## src/rtl/qpu_ifu_ir_queue_pkg.sv

```systemverilog
// Shared widths and state encoding for the IFU instruction-register queue.
// Sizes mirror the QPU defines so the queue and dispatch logic agree on entry layout.
package qpu_ifu_ir_queue_pkg;

  localparam int QPU_INSTR_SIZE     = 32;
  localparam int QPU_PC_SIZE        = 32;
  localparam int QPU_IR_QUEUE_DEPTH = 4;
  localparam int QPU_IR_ENTRY_W     = QPU_INSTR_SIZE + QPU_PC_SIZE + 1;

  typedef enum logic [1:0] {
    ST_EMPTY   = 2'd0,
    ST_PARTIAL = 2'd1,
    ST_FULL    = 2'd2
  } ir_state_e;

  // Occupancy class of a queue holding cnt entries out of depth.
  function automatic ir_state_e ir_state_from_cnt(input int unsigned cnt,
                                                  input int unsigned depth);
    if (cnt == 0)      return ST_EMPTY;
    if (cnt == depth)  return ST_FULL;
    return ST_PARTIAL;
  endfunction

endpackage

```

## src/rtl/qpu_ifu_ir_queue_if.sv

```systemverilog
// Fetch-side and decode-side handshake bundle of the IR queue.
// master = fetch/EXU/branch-unit side, slave = the queue itself.
interface qpu_ifu_ir_queue_if
  import qpu_ifu_ir_queue_pkg::*;
#(
  parameter int DEPTH   = QPU_IR_QUEUE_DEPTH,
  parameter int INSTR_W = QPU_INSTR_SIZE,
  parameter int PC_W    = QPU_PC_SIZE
) ();

  logic                       ifu_o_valid;
  logic                       ifu_o_ready;
  logic [INSTR_W-1:0]         ifu_o_ir;
  logic [PC_W-1:0]            ifu_o_pc;
  logic                       ifu_o_prdt_taken;
  logic                       i_valid;
  logic                       i_ready;
  logic [INSTR_W-1:0]         i_instr;
  logic [PC_W-1:0]            i_pc;
  logic                       i_prdt_taken;
  logic                       flush_req;
  logic [$clog2(DEPTH):0]     ir_count;

  modport master (
    output ifu_o_valid, ifu_o_ir, ifu_o_pc, ifu_o_prdt_taken, i_ready, flush_req,
    input  ifu_o_ready, i_valid, i_instr, i_pc, i_prdt_taken, ir_count
  );

  modport slave (
    input  ifu_o_valid, ifu_o_ir, ifu_o_pc, ifu_o_prdt_taken, i_ready, flush_req,
    output ifu_o_ready, i_valid, i_instr, i_pc, i_prdt_taken, ir_count
  );

endinterface

```

## src/rtl/qpu_gnrl_fifo_ram.sv

```systemverilog
// Generic DEPTH x WIDTH register array: one synchronous write port, one
// asynchronous read port. Shared by the IR queue and the dispatch queue.
module qpu_gnrl_fifo_ram #(
  parameter int DEPTH = 4,
  parameter int WIDTH = 65,
  localparam int AW   = $clog2(DEPTH)
) (
  input  logic             clk,
  input  logic             rst_n,
  input  logic             wen,
  input  logic [AW-1:0]    waddr,
  input  logic [WIDTH-1:0] wdata,
  input  logic [AW-1:0]    raddr,
  output logic [WIDTH-1:0] rdata
);

  logic [WIDTH-1:0] mem_q [DEPTH];

  // NOTE: the array is reset so the head payload is a defined 0 out of reset;
  // this costs a reset net per bit and rules out inferring a RAM macro.
  always_ff @(posedge clk or negedge rst_n) begin
    if (!rst_n) begin
      for (int i = 0; i < DEPTH; i++) mem_q[i] <= '0;
    end else if (wen) begin
      mem_q[waddr] <= wdata;
    end
  end

  assign rdata = mem_q[raddr];

endmodule

```

## src/rtl/qpu_ifu_ir_queue.sv

```systemverilog
// Instruction-register queue between fetch and decode: circular FIFO of {ir, pc, prdt}.
// Optional same-cycle empty-queue bypass when QPU_IR_BYPASS_EN is defined.
module qpu_ifu_ir_queue
  import qpu_ifu_ir_queue_pkg::*;
#(
  parameter int DEPTH   = QPU_IR_QUEUE_DEPTH,
  parameter int INSTR_W = QPU_INSTR_SIZE,
  parameter int PC_W    = QPU_PC_SIZE
) (
  input logic               clk,
  input logic               rst_n,
  qpu_ifu_ir_queue_if.slave bus
);

  localparam int AW = $clog2(DEPTH);
  localparam int CW = AW + 1;
  localparam int EW = INSTR_W + PC_W + 1;

  logic [AW-1:0] wptr_q, wptr_d;
  logic [AW-1:0] rptr_q, rptr_d;
  logic [CW-1:0] cnt_q,  cnt_d;
  ir_state_e     state_q, state_d;

  logic          stored_valid, ready, byp, enq, deq;
  logic [EW-1:0] wdata, rdata, head;

  // Handshakes come from the registered state only, never from i_ready.
  assign stored_valid = (state_q != ST_EMPTY);
  assign ready        = (state_q != ST_FULL);
  assign wdata        = {bus.ifu_o_ir, bus.ifu_o_pc, bus.ifu_o_prdt_taken};

`ifdef QPU_IR_BYPASS_EN
  assign byp = (state_q == ST_EMPTY) & bus.ifu_o_valid & ~bus.flush_req;
`else
  assign byp = 1'b0;
`endif

  // A bypassed word taken by the EXU this cycle is never written.
  assign enq = bus.ifu_o_valid & ready & ~bus.flush_req & ~(byp & bus.i_ready);
  assign deq = stored_valid & bus.i_ready & ~bus.flush_req;

  // NOTE: every always_comb output gets a default first so no path leaves it
  // unassigned, which would otherwise infer a latch.
  always_comb begin
    wptr_d = wptr_q;
    rptr_d = rptr_q;
    cnt_d  = cnt_q;
    if (bus.flush_req) begin
      wptr_d = '0;
      rptr_d = '0;
      cnt_d  = '0;
    end else begin
      wptr_d = wptr_q + AW'(enq);
      rptr_d = rptr_q + AW'(deq);
      unique case ({enq, deq})
        2'b10:   cnt_d = cnt_q + CW'(1);
        2'b01:   cnt_d = cnt_q - CW'(1);
        default: cnt_d = cnt_q;
      endcase
    end
    state_d = ir_state_from_cnt(int'(cnt_d), DEPTH);
  end

  // NOTE: sequential state uses non-blocking assignments so every flop samples
  // the pre-edge values regardless of statement order.
  always_ff @(posedge clk or negedge rst_n) begin
    if (!rst_n) begin
      wptr_q  <= '0;
      rptr_q  <= '0;
      cnt_q   <= '0;
      state_q <= ST_EMPTY;
    end else begin
      wptr_q  <= wptr_d;
      rptr_q  <= rptr_d;
      cnt_q   <= cnt_d;
      state_q <= state_d;
    end
  end

  qpu_gnrl_fifo_ram #(
    .DEPTH (DEPTH),
    .WIDTH (EW)
  ) u_ram (
    .clk   (clk),
    .rst_n (rst_n),
    .wen   (enq),
    .waddr (wptr_q),
    .wdata (wdata),
    .raddr (rptr_q),
    .rdata (rdata)
  );

  assign head = byp ? wdata : rdata;

  assign bus.ifu_o_ready = ready;
  assign bus.i_valid     = stored_valid | byp;
  assign {bus.i_instr, bus.i_pc, bus.i_prdt_taken} = head;
  assign bus.ir_count    = cnt_q;

endmodule

```

## src/flat_wrapper.sv

```systemverilog
// flat-port wrapper written by rule: the top's interface ports become plain ports
module qpu_ifu_ir_queue_flat import qpu_ifu_ir_queue_pkg::*;
#(
  parameter int DEPTH   = QPU_IR_QUEUE_DEPTH,
  parameter int INSTR_W = QPU_INSTR_SIZE,
  parameter int PC_W    = QPU_PC_SIZE
)
  (clk, rst_n, bus_ifu_o_valid, bus_ifu_o_ir, bus_ifu_o_pc, bus_ifu_o_prdt_taken, bus_i_ready, bus_flush_req, bus_ifu_o_ready, bus_i_valid, bus_i_instr, bus_i_pc, bus_i_prdt_taken, bus_ir_count);
  qpu_ifu_ir_queue_if #(.DEPTH(DEPTH), .INSTR_W(INSTR_W), .PC_W(PC_W)) bus_i ();
  input logic clk;
  input logic rst_n;
  input wire logic [$bits(bus_i.ifu_o_valid)-1:0] bus_ifu_o_valid;
  input wire logic [$bits(bus_i.ifu_o_ir)-1:0] bus_ifu_o_ir;
  input wire logic [$bits(bus_i.ifu_o_pc)-1:0] bus_ifu_o_pc;
  input wire logic [$bits(bus_i.ifu_o_prdt_taken)-1:0] bus_ifu_o_prdt_taken;
  input wire logic [$bits(bus_i.i_ready)-1:0] bus_i_ready;
  input wire logic [$bits(bus_i.flush_req)-1:0] bus_flush_req;
  output wire logic [$bits(bus_i.ifu_o_ready)-1:0] bus_ifu_o_ready;
  output wire logic [$bits(bus_i.i_valid)-1:0] bus_i_valid;
  output wire logic [$bits(bus_i.i_instr)-1:0] bus_i_instr;
  output wire logic [$bits(bus_i.i_pc)-1:0] bus_i_pc;
  output wire logic [$bits(bus_i.i_prdt_taken)-1:0] bus_i_prdt_taken;
  output wire logic [$bits(bus_i.ir_count)-1:0] bus_ir_count;
  assign bus_i.ifu_o_valid = bus_ifu_o_valid;
  assign bus_i.ifu_o_ir = bus_ifu_o_ir;
  assign bus_i.ifu_o_pc = bus_ifu_o_pc;
  assign bus_i.ifu_o_prdt_taken = bus_ifu_o_prdt_taken;
  assign bus_i.i_ready = bus_i_ready;
  assign bus_i.flush_req = bus_flush_req;
  assign bus_ifu_o_ready = bus_i.ifu_o_ready;
  assign bus_i_valid = bus_i.i_valid;
  assign bus_i_instr = bus_i.i_instr;
  assign bus_i_pc = bus_i.i_pc;
  assign bus_i_prdt_taken = bus_i.i_prdt_taken;
  assign bus_ir_count = bus_i.ir_count;
  qpu_ifu_ir_queue #(.DEPTH(DEPTH), .INSTR_W(INSTR_W), .PC_W(PC_W)) u_core (.clk(clk), .rst_n(rst_n), .bus(bus_i));
endmodule
```

## config.mk

```make
export PLATFORM = sky130hd
export DESIGN_NAME = qpu_ifu_ir_queue_flat
export DESIGN_NICKNAME = d
export VERILOG_FILES = /design/src/rtl/qpu_ifu_ir_queue_pkg.sv /design/src/rtl/qpu_ifu_ir_queue_if.sv /design/src/rtl/qpu_gnrl_fifo_ram.sv /design/src/rtl/qpu_ifu_ir_queue.sv /design/src/flat_wrapper.sv
export SDC_FILE = /design/constraint.sdc
export NUM_CORES = 1
export LEC_CHECK = 0
export CAP_MARGIN = 20
export CORE_UTILIZATION = 50
export CTS_CLUSTER_SIZE = 8
export DETAILED_ROUTE_END_ITERATION = 16
export GPL_TIMING_DRIVEN = 0
export MAX_ROUTING_LAYER = met4
export PLACE_DENSITY = 0.81
export SYNTH_ARGS = -nofsm -noshare
export SYNTH_HDL_FRONTEND = slang
export SYNTH_SLANG_ARGS = --single-unit
```

## constraint.sdc

```tcl
create_clock -name clk -period 2.2 [get_ports clk]
set_input_delay 0.33 -clock clk [delete_from_list [all_inputs] [get_ports clk]]
set_output_delay 0.33 -clock clk [all_outputs]
set_load 0.005 [all_outputs]
```

==> reports/qor.csv, run 1 <==
metric;value;unit
wire length on met3;1010;um
final count of pins violating max slew;0;
run status;complete, but fails checks;
VDD IR max;689;uV
pre-CTS setup slack;-0.600;ns
kind of path behind the tightest hold check;in2async;
antenna violation net count after detailed routing;0;
crit path time final;2.40;ns
Core ar.;22900;um2
number of maximum-capacitance constraint violations;0;
register clock-pin slew on the reported worst setup and hold paths;0.05;ns
actual slew at the worst max-slew pin;0.619;ns
Die Outline Area;24300;um2
CTS root buffer;clkbuf_16;
Seq cells post-synth;269;
Post-Synthesis Cells;672;
Synthesized Nets;746;
number of global-route vias before repair;7328;
post-route clock skew;0.0105;ns
final net count;970;
DRC;0;
final-layout worst hold slack;0.324;ns
WL per Instance;20.5;um
setup repair after global routing missed its margin;yes;
leakage power figure;6.90;nW
final worst slack;-0.205;ns
number of optimization iterations in the first detailed-route pass;4;
initial cell density of the core;51.7;%
worst path arrival time;2.07;ns
area occupied by registers;6730;um2
combined area of the multi-input logic cells;4870;um2
failing checks;negative setup slack;
placed cell area;13700;um2
FFs w/ async S/R, synth;100;%
maximum clock frequency;416;MHz
post-synthesis to final-layout area growth;28.5;%
via count;6644;
final standard cell count with taps included and fillers excluded;1210;
antenna diode count;0;
pin count of the biggest net entering global routing;118;
antenna violations before repair;0;
HPWL after detailed placement;15100;um
Post-Route M1 WL;11000;um
power density over the cells;944;nW/um2
GRT Overall Usage;22.2;%
H-tree Lvls;2;
fraction of the cycle the final worst path needs;109;%
count of standard-cell rows;55;
total congestion overflow;0;
final setup fails;62;
tightest slew margin relative to the limit;58.7;%
number of flops mapped to enable cells by yosys;0;
number of cells in the design after placement;1126;
CP Capture Type;output port;
Port-buffer cells;139;
count of cell types in the netlist;29;
number of warning messages in the yosys log;0;
mean number of vias per cell;5.49;
total length of routed met2 wires;12300;um
Clock Sinks;269;
Synth Flop Type;dfrtp_1;
total wire length;24800;um
filler cell count in the final layout;1565;
Max Used Layer;met4;
initial drt markers;253;
CTS Buf Count;39;
Overall Power;0.0144;W
TritonCTS clock tree;done;
summed instance area of the synthesized netlist;11800;um2
clk_lat worst skew;0.50;ns
Req. time, crit path;1.87;ns
Worst Path Max Fanout;6;
Non-Filler Cell Area, Final;15200;um2
final hold violation count;0;
startpoint type of the worst setup path;flop;
synthesized area per cell;17.6;um2
register area share after synthesis;56.8;%
RePlAce Congestion;0.713;
wire length of the first global-routing pass;40200;um
number of buffers on the longest clock path;3;
Crit Path Category;reg2out;
Die Height;156;um
Die Span X;156;um
fraction of layout instances using a drive strength above 1;59.1;%
I/O pin total;140;
-- state kept, by name, summed over array words and instances, names as in the netlist --
| signal | cells |
|---|---|
| u_core.u_ram.mem_q | 260 |
| u_core.bus.ir_count | 3 |
| u_core.rptr_q | 2 |
| u_core.state_q | 2 |
| u_core.wptr_q | 2 |
-- cells by family after synthesis --
kind of cell / count (synthesis) / share of synthesized area (%)
adder cells (fa/ha/maj): 4 / 0.486
AND/OR/NAND/NOR: 20 / 1.10
multiplexers: 326 / 38.8
XOR/XNOR: 4 / 0.296
AO/OA/AOI/OAI: 4 / 0.190
flip-flops: 269 / 56.8
buffers and inverters: 45 / 2.32
-- path summary, 6_finish.rpt --
| check | start | endpoint | slack [ns] | depth (start not counted) |
|---|---|---|---|---|
| setup reg to reg | u_core.state_q[0] | u_core.state_q[1] | -0.03 | 7 |
| min in group clk | u_core.u_ram.mem_q[76] | u_core.u_ram.mem_q[76] | 0.50 | 1 |
| hold / removal | rst_n | u_core.u_ram.mem_q[254] | 0.32 | 2 |
| max in group asynchronous | rst_n | u_core.u_ram.mem_q[214] | 0.52 | 4 |
| hold reg to reg | u_core.u_ram.mem_q[76] | u_core.u_ram.mem_q[76] | 0.50 | 1 |
| setup / recovery | u_core.rptr_q[0] | bus_i_prdt_taken | -0.20 | 6 |
-- placed cells by master, fill, tap and decap left out, drive strengths merged, types with 2 or more instances in the layout --
master | netlist | routed
inv | 2 | 2
nand2b | 2 | 2
clkdlybuf4s50 | 0 | 73
a21oi | 2 | 2
mux2 | 260 | 260
mux4 | 65 | 65
nor4b | 2 | 2
nor2b | 4 | 4
xnor2 | 3 | 3
ha | 3 | 3
buf | 35 | 141
clkbuf | 8 | 52
nor2 | 5 | 5
dfrtp | 269 | 269
-- power breakdown --
group | internal, W | leakage (nW) | switching [W]
clock | 0.00324 | 0.509 | 0.00194
combinational | 0.00186 | 2.98 | 0.000885
sequential | 0.00595 | 3.41 | 0.000503
-- area by class of cell --
cell class / count / area share, %
Clock inverter: 1 / 0.0329
Tap cell: 313 / 2.57
Buffer: 41 / 2.57
Sequential cell: 269 / 44.2
Timing Repair Buffer: 185 / 11.8
Inverter: 2 / 0.0493
Clock buffer: 41 / 6.74
Multi-Input combinational cell: 358 / 32.0
-- routing by layer --
metal  vias up  GRT usage [%]
li1       2937              -
met1      3538           30.0
met2       131           34.8
met3        38           4.14
met4         0           6.02
met5         -              -
-- per-stage QoR --
step	utilization, %	TNS, ns
floorplan	-	0
global placement	59.5	-2948.69
detailed placement	59.7	-61.41
CTS	66.2	-5.74
global route	66.4	-8.24
finish	66.4	-4.90
-- cells in the mapped netlist (2+ instances only) --
master	number	area [um2]
mux2_4	50	751
mux4_2	65	1460
nand2b_1	2	12.5
a21oi_1	2	10.0
inv_1	2	7.51
mux2_2	210	2360
dfrtp_1	269	6730
clkbuf_1	8	30.0
xnor2_1	3	26.3
buf_6	6	67.6
ha_1	3	37.5
buf_4	10	75.1
buf_2	19	95.1
nor2_1	5	18.8
nor4b_1	2	17.5
nor2b_1	3	18.8
-- timing repair --
| action | in CTS | in global routing |
|---|---|---|
| hold buffers | 1 | 0 |
| setup buffers | 38 | 8 |
| setup endpoints to repair | 67 | 144 |
| cloned | 4 | 0 |
| pin swaps | 4 | 7 |
| gates resized for setup | 337 | 37 |
| endpoints found under the hold margin | 50 | 0 |
-- critical path, stage by stage, from the launching register on --
cell,delay (ns)
dfrtp_2,0.42
buf_12,0.16
buf_12,0.13
buf_16,0.12
buf_8,0.12
mux4_2,0.47
buf_6,0.15
(Power assumes the default switching activity.)
==> run 2, diff against run 1 <==
--- a/config.mk
+++ b/config.mk
@@ -6,12 +6,13 @@
 export NUM_CORES = 1
 export LEC_CHECK = 0
 export CAP_MARGIN = 20
-export CORE_UTILIZATION = 50
+export CELL_PAD_IN_SITES_DETAIL_PLACEMENT = 0
+export CELL_PAD_IN_SITES_GLOBAL_PLACEMENT = 1
+export CORE_UTILIZATION = 43
 export CTS_CLUSTER_SIZE = 8
 export DETAILED_ROUTE_END_ITERATION = 16
 export GPL_TIMING_DRIVEN = 0
-export MAX_ROUTING_LAYER = met4
-export PLACE_DENSITY = 0.81
+export PLACE_DENSITY = 0.82
 export SYNTH_ARGS = -nofsm -noshare
 export SYNTH_HDL_FRONTEND = slang
 export SYNTH_SLANG_ARGS = --single-unit
==> run 2 against run 1 <==
  * The run still ends with negative setup slack left
  * Register-to-register slack about the same
  * Final area decreased by 0.15%
  * Setup slack improved by 0.074 ns
  * Total power increased by 0.14%
  * First-iteration DRC count decreased by 0.40%
  * Clock skew increased by 0.0049 ns
  * Hold slack improved by 0.0060 ns
  * Combinational power about the same
  * Cell count increased by 1.8%
  * Non-clock buffer count decreased by 6
  * Critical path type unchanged
  * Critical endpoint is now bus_i_instr[4]
==> reports/qor.csv, run 2 (same netlist as run 1, synthesis figures left out) <==
metric;value;unit
final hold violation count;0;
crit path time final;2.33;ns
GRT Overall Usage;18.9;%
count of standard-cell rows;60;
library cell contributing the largest single delay on the critical path;mux4_2;
wire length of the first global-routing pass;41600;um
CTS Buf Count;39;
highest-count cells in the layout ignoring fill and taps;dfrtp_1, mux2_2, clkdlybuf4s50_1;
number of optimization iterations in the first detailed-route pass;4;
actual slew at the worst max-slew pin;0.602;ns
antenna violations before repair;1;
pre-CTS setup slack;-0.626;ns
final net count;964;
Worst Path Max Fanout;7;
final-layout worst hold slack;0.330;ns
setup repair after global routing missed its margin;yes;
fraction of layout instances using a drive strength above 1;57.5;%
total congestion overflow;0;
Die Height;168;um
CP Capture Type;output port;
largest reg by FF count;u_core.u_ram.mem_q;
failing checks;negative setup slack;
Die Span X;168;um
Int Power;0.0110;W
Crit Path Category;reg2out;
leakage power figure;6.87;nW
CTS root buffer;clkbuf_16;
Sw Ratio;23.4;%
cell seen most often among critical-path stages;buf_12;
Req. time, crit path;1.87;ns
power share of the sequential group;44.8;%
portion of total power attributed to combinational logic;18.9;%
VDD IR max;603;uV
number of maximum-capacitance constraint violations;0;
ordered cell list for the critical path;buf_12 -> buf_12 -> buf_12 -> mux4_2 -> buf_2;
worst path arrival time;2.00;ns
startpoint type of the worst setup path;flop;
TritonCTS clock tree;done;
Core ar.;27000;um2
post-synthesis to final-layout area growth;28.3;%
HPWL after detailed placement;15700;um
tightest slew margin relative to the limit;59.9;%
power density over the cells;947;nW/um2
final setup fails;62;
mean number of vias per cell;5.31;
initial drt markers;252;
most frequent standard cell in the layout excluding fill and tap cells;dfrtp_1;
pin count of the biggest net entering global routing;118;
H-tree Lvls;2;
Sw Pwr;0.00336;W
register clock-pin slew on the reported worst setup and hold paths;0.05;ns
Port-buffer cells;139;
initial cell density of the core;43.9;%
final count of pins violating max slew;0;
DRC;0;
clk_lat worst skew;0.51;ns
clock power share;36.3;%
number of global-route vias before repair;7412;
run status;complete, but fails checks;
largest incremental delay on the critical path;0.52;ns
post-route clock skew;0.0155;ns
Finished Core Util;56.4;%
kind of path behind the tightest hold check;in2async;
fraction of the cycle the final worst path needs;106;%
antenna diode count;0;
Die Outline Area;28200;um2
total wire length;25300;um
WL per Instance;20.5;um
I/O pin total;140;
number of buffers on the longest clock path;3;
maximum clock frequency;429;MHz
via count;6536;
antenna violation net count after detailed routing;0;
RePlAce Congestion;0.712;
Largest register FFs;260;
final worst slack;-0.131;ns
register-to-register path setup slack;-0.03;ns
Clock Sinks;269;
run 2: changes by cell type in the layout (fill, tap and decap cells not counted), sizes merged:
cell	before	now
dlygate4sd2	0	3
clkdlybuf4s15	0	6
buf	141	129
clkbuf	52	49
run 2: metal layers:
metal / vias to the layer above / GRT usage, % / wire [um]
met5: - / 0 / 13
met2: 146 / 29.5 / 11900
met1: 3421 / 25.8 / 11200
met3: 44 / 5.62 / 1780
met4: 2 / 4.95 / 470
li1: 2923 / - / -
run 2: worst paths after layout:
| check | start | end | cells past startpoint |
|---|---|---|---|
| setup / recovery | u_core.rptr_q[0] | bus_i_instr[4] | 5 |
| hold / removal | rst_n | u_core.u_ram.mem_q[252] | 2 |
| setup reg to reg | u_core.state_q[1] | u_core.state_q[1] | 7 |
| hold reg to reg | u_core.u_ram.mem_q[6] | u_core.u_ram.mem_q[6] | 1 |
| max in group asynchronous | rst_n | u_core.u_ram.mem_q[86] | 3 |
| min in group clk | u_core.u_ram.mem_q[6] | u_core.u_ram.mem_q[6] | 1 |
run 2: timing repair:
action,4_1_cts,5_1_grt
cloned,5,1
endpoints found under the setup margin,66,67
buffers inserted,26,5
hold buffers,1,0
resized for setup,318,8
pin swaps,3,1
endpoints found under the hold margin,51,0
run 2: power by group through the flow:
stage	combinational, W	sequential, W	clock, W
2_1_floorplan	0.00169	0.00633	0
3_3_place_gp	0.00273	0.00648	0
3_5_place_dp	0.00282	0.00650	0
4_1_cts	0.00274	0.00644	0.00537
5_1_grt	0.00294	0.00658	0.00558
6_report	0.00272	0.00644	0.00522
run 2: final cells by class:
cell class              instances  area [um2]
multi-input cells             358        4860
plain buffers                  43         420
repair buffers                177        1720
clock inverters                 1        5.00
well taps                     341         427
clock buffers                  41        1030
inverters                       2        7.51
flip-flops and latches        269        6730
fillers                      2137       11800
run 2: critical path: cells and delay by family, from the launching register on:
family	cells	cell delay [ns]
buffers and inverters	4	0.57
DFF	1	0.40
muxes	1	0.52
run 2: metrics by stage:
stage	cells	instance area (um2)	total power, W	setup TNS, ns
floorplan	672	11800	0.00803	0
global route	1232	15200	0.0151	-8.25
detailed placement	1154	13700	0.00932	-68.55
CTS	1228	15100	0.0146	-7.60
finish	1232	15200	0.0144	-4.65
global placement	1152	13700	0.00921	-2997.56
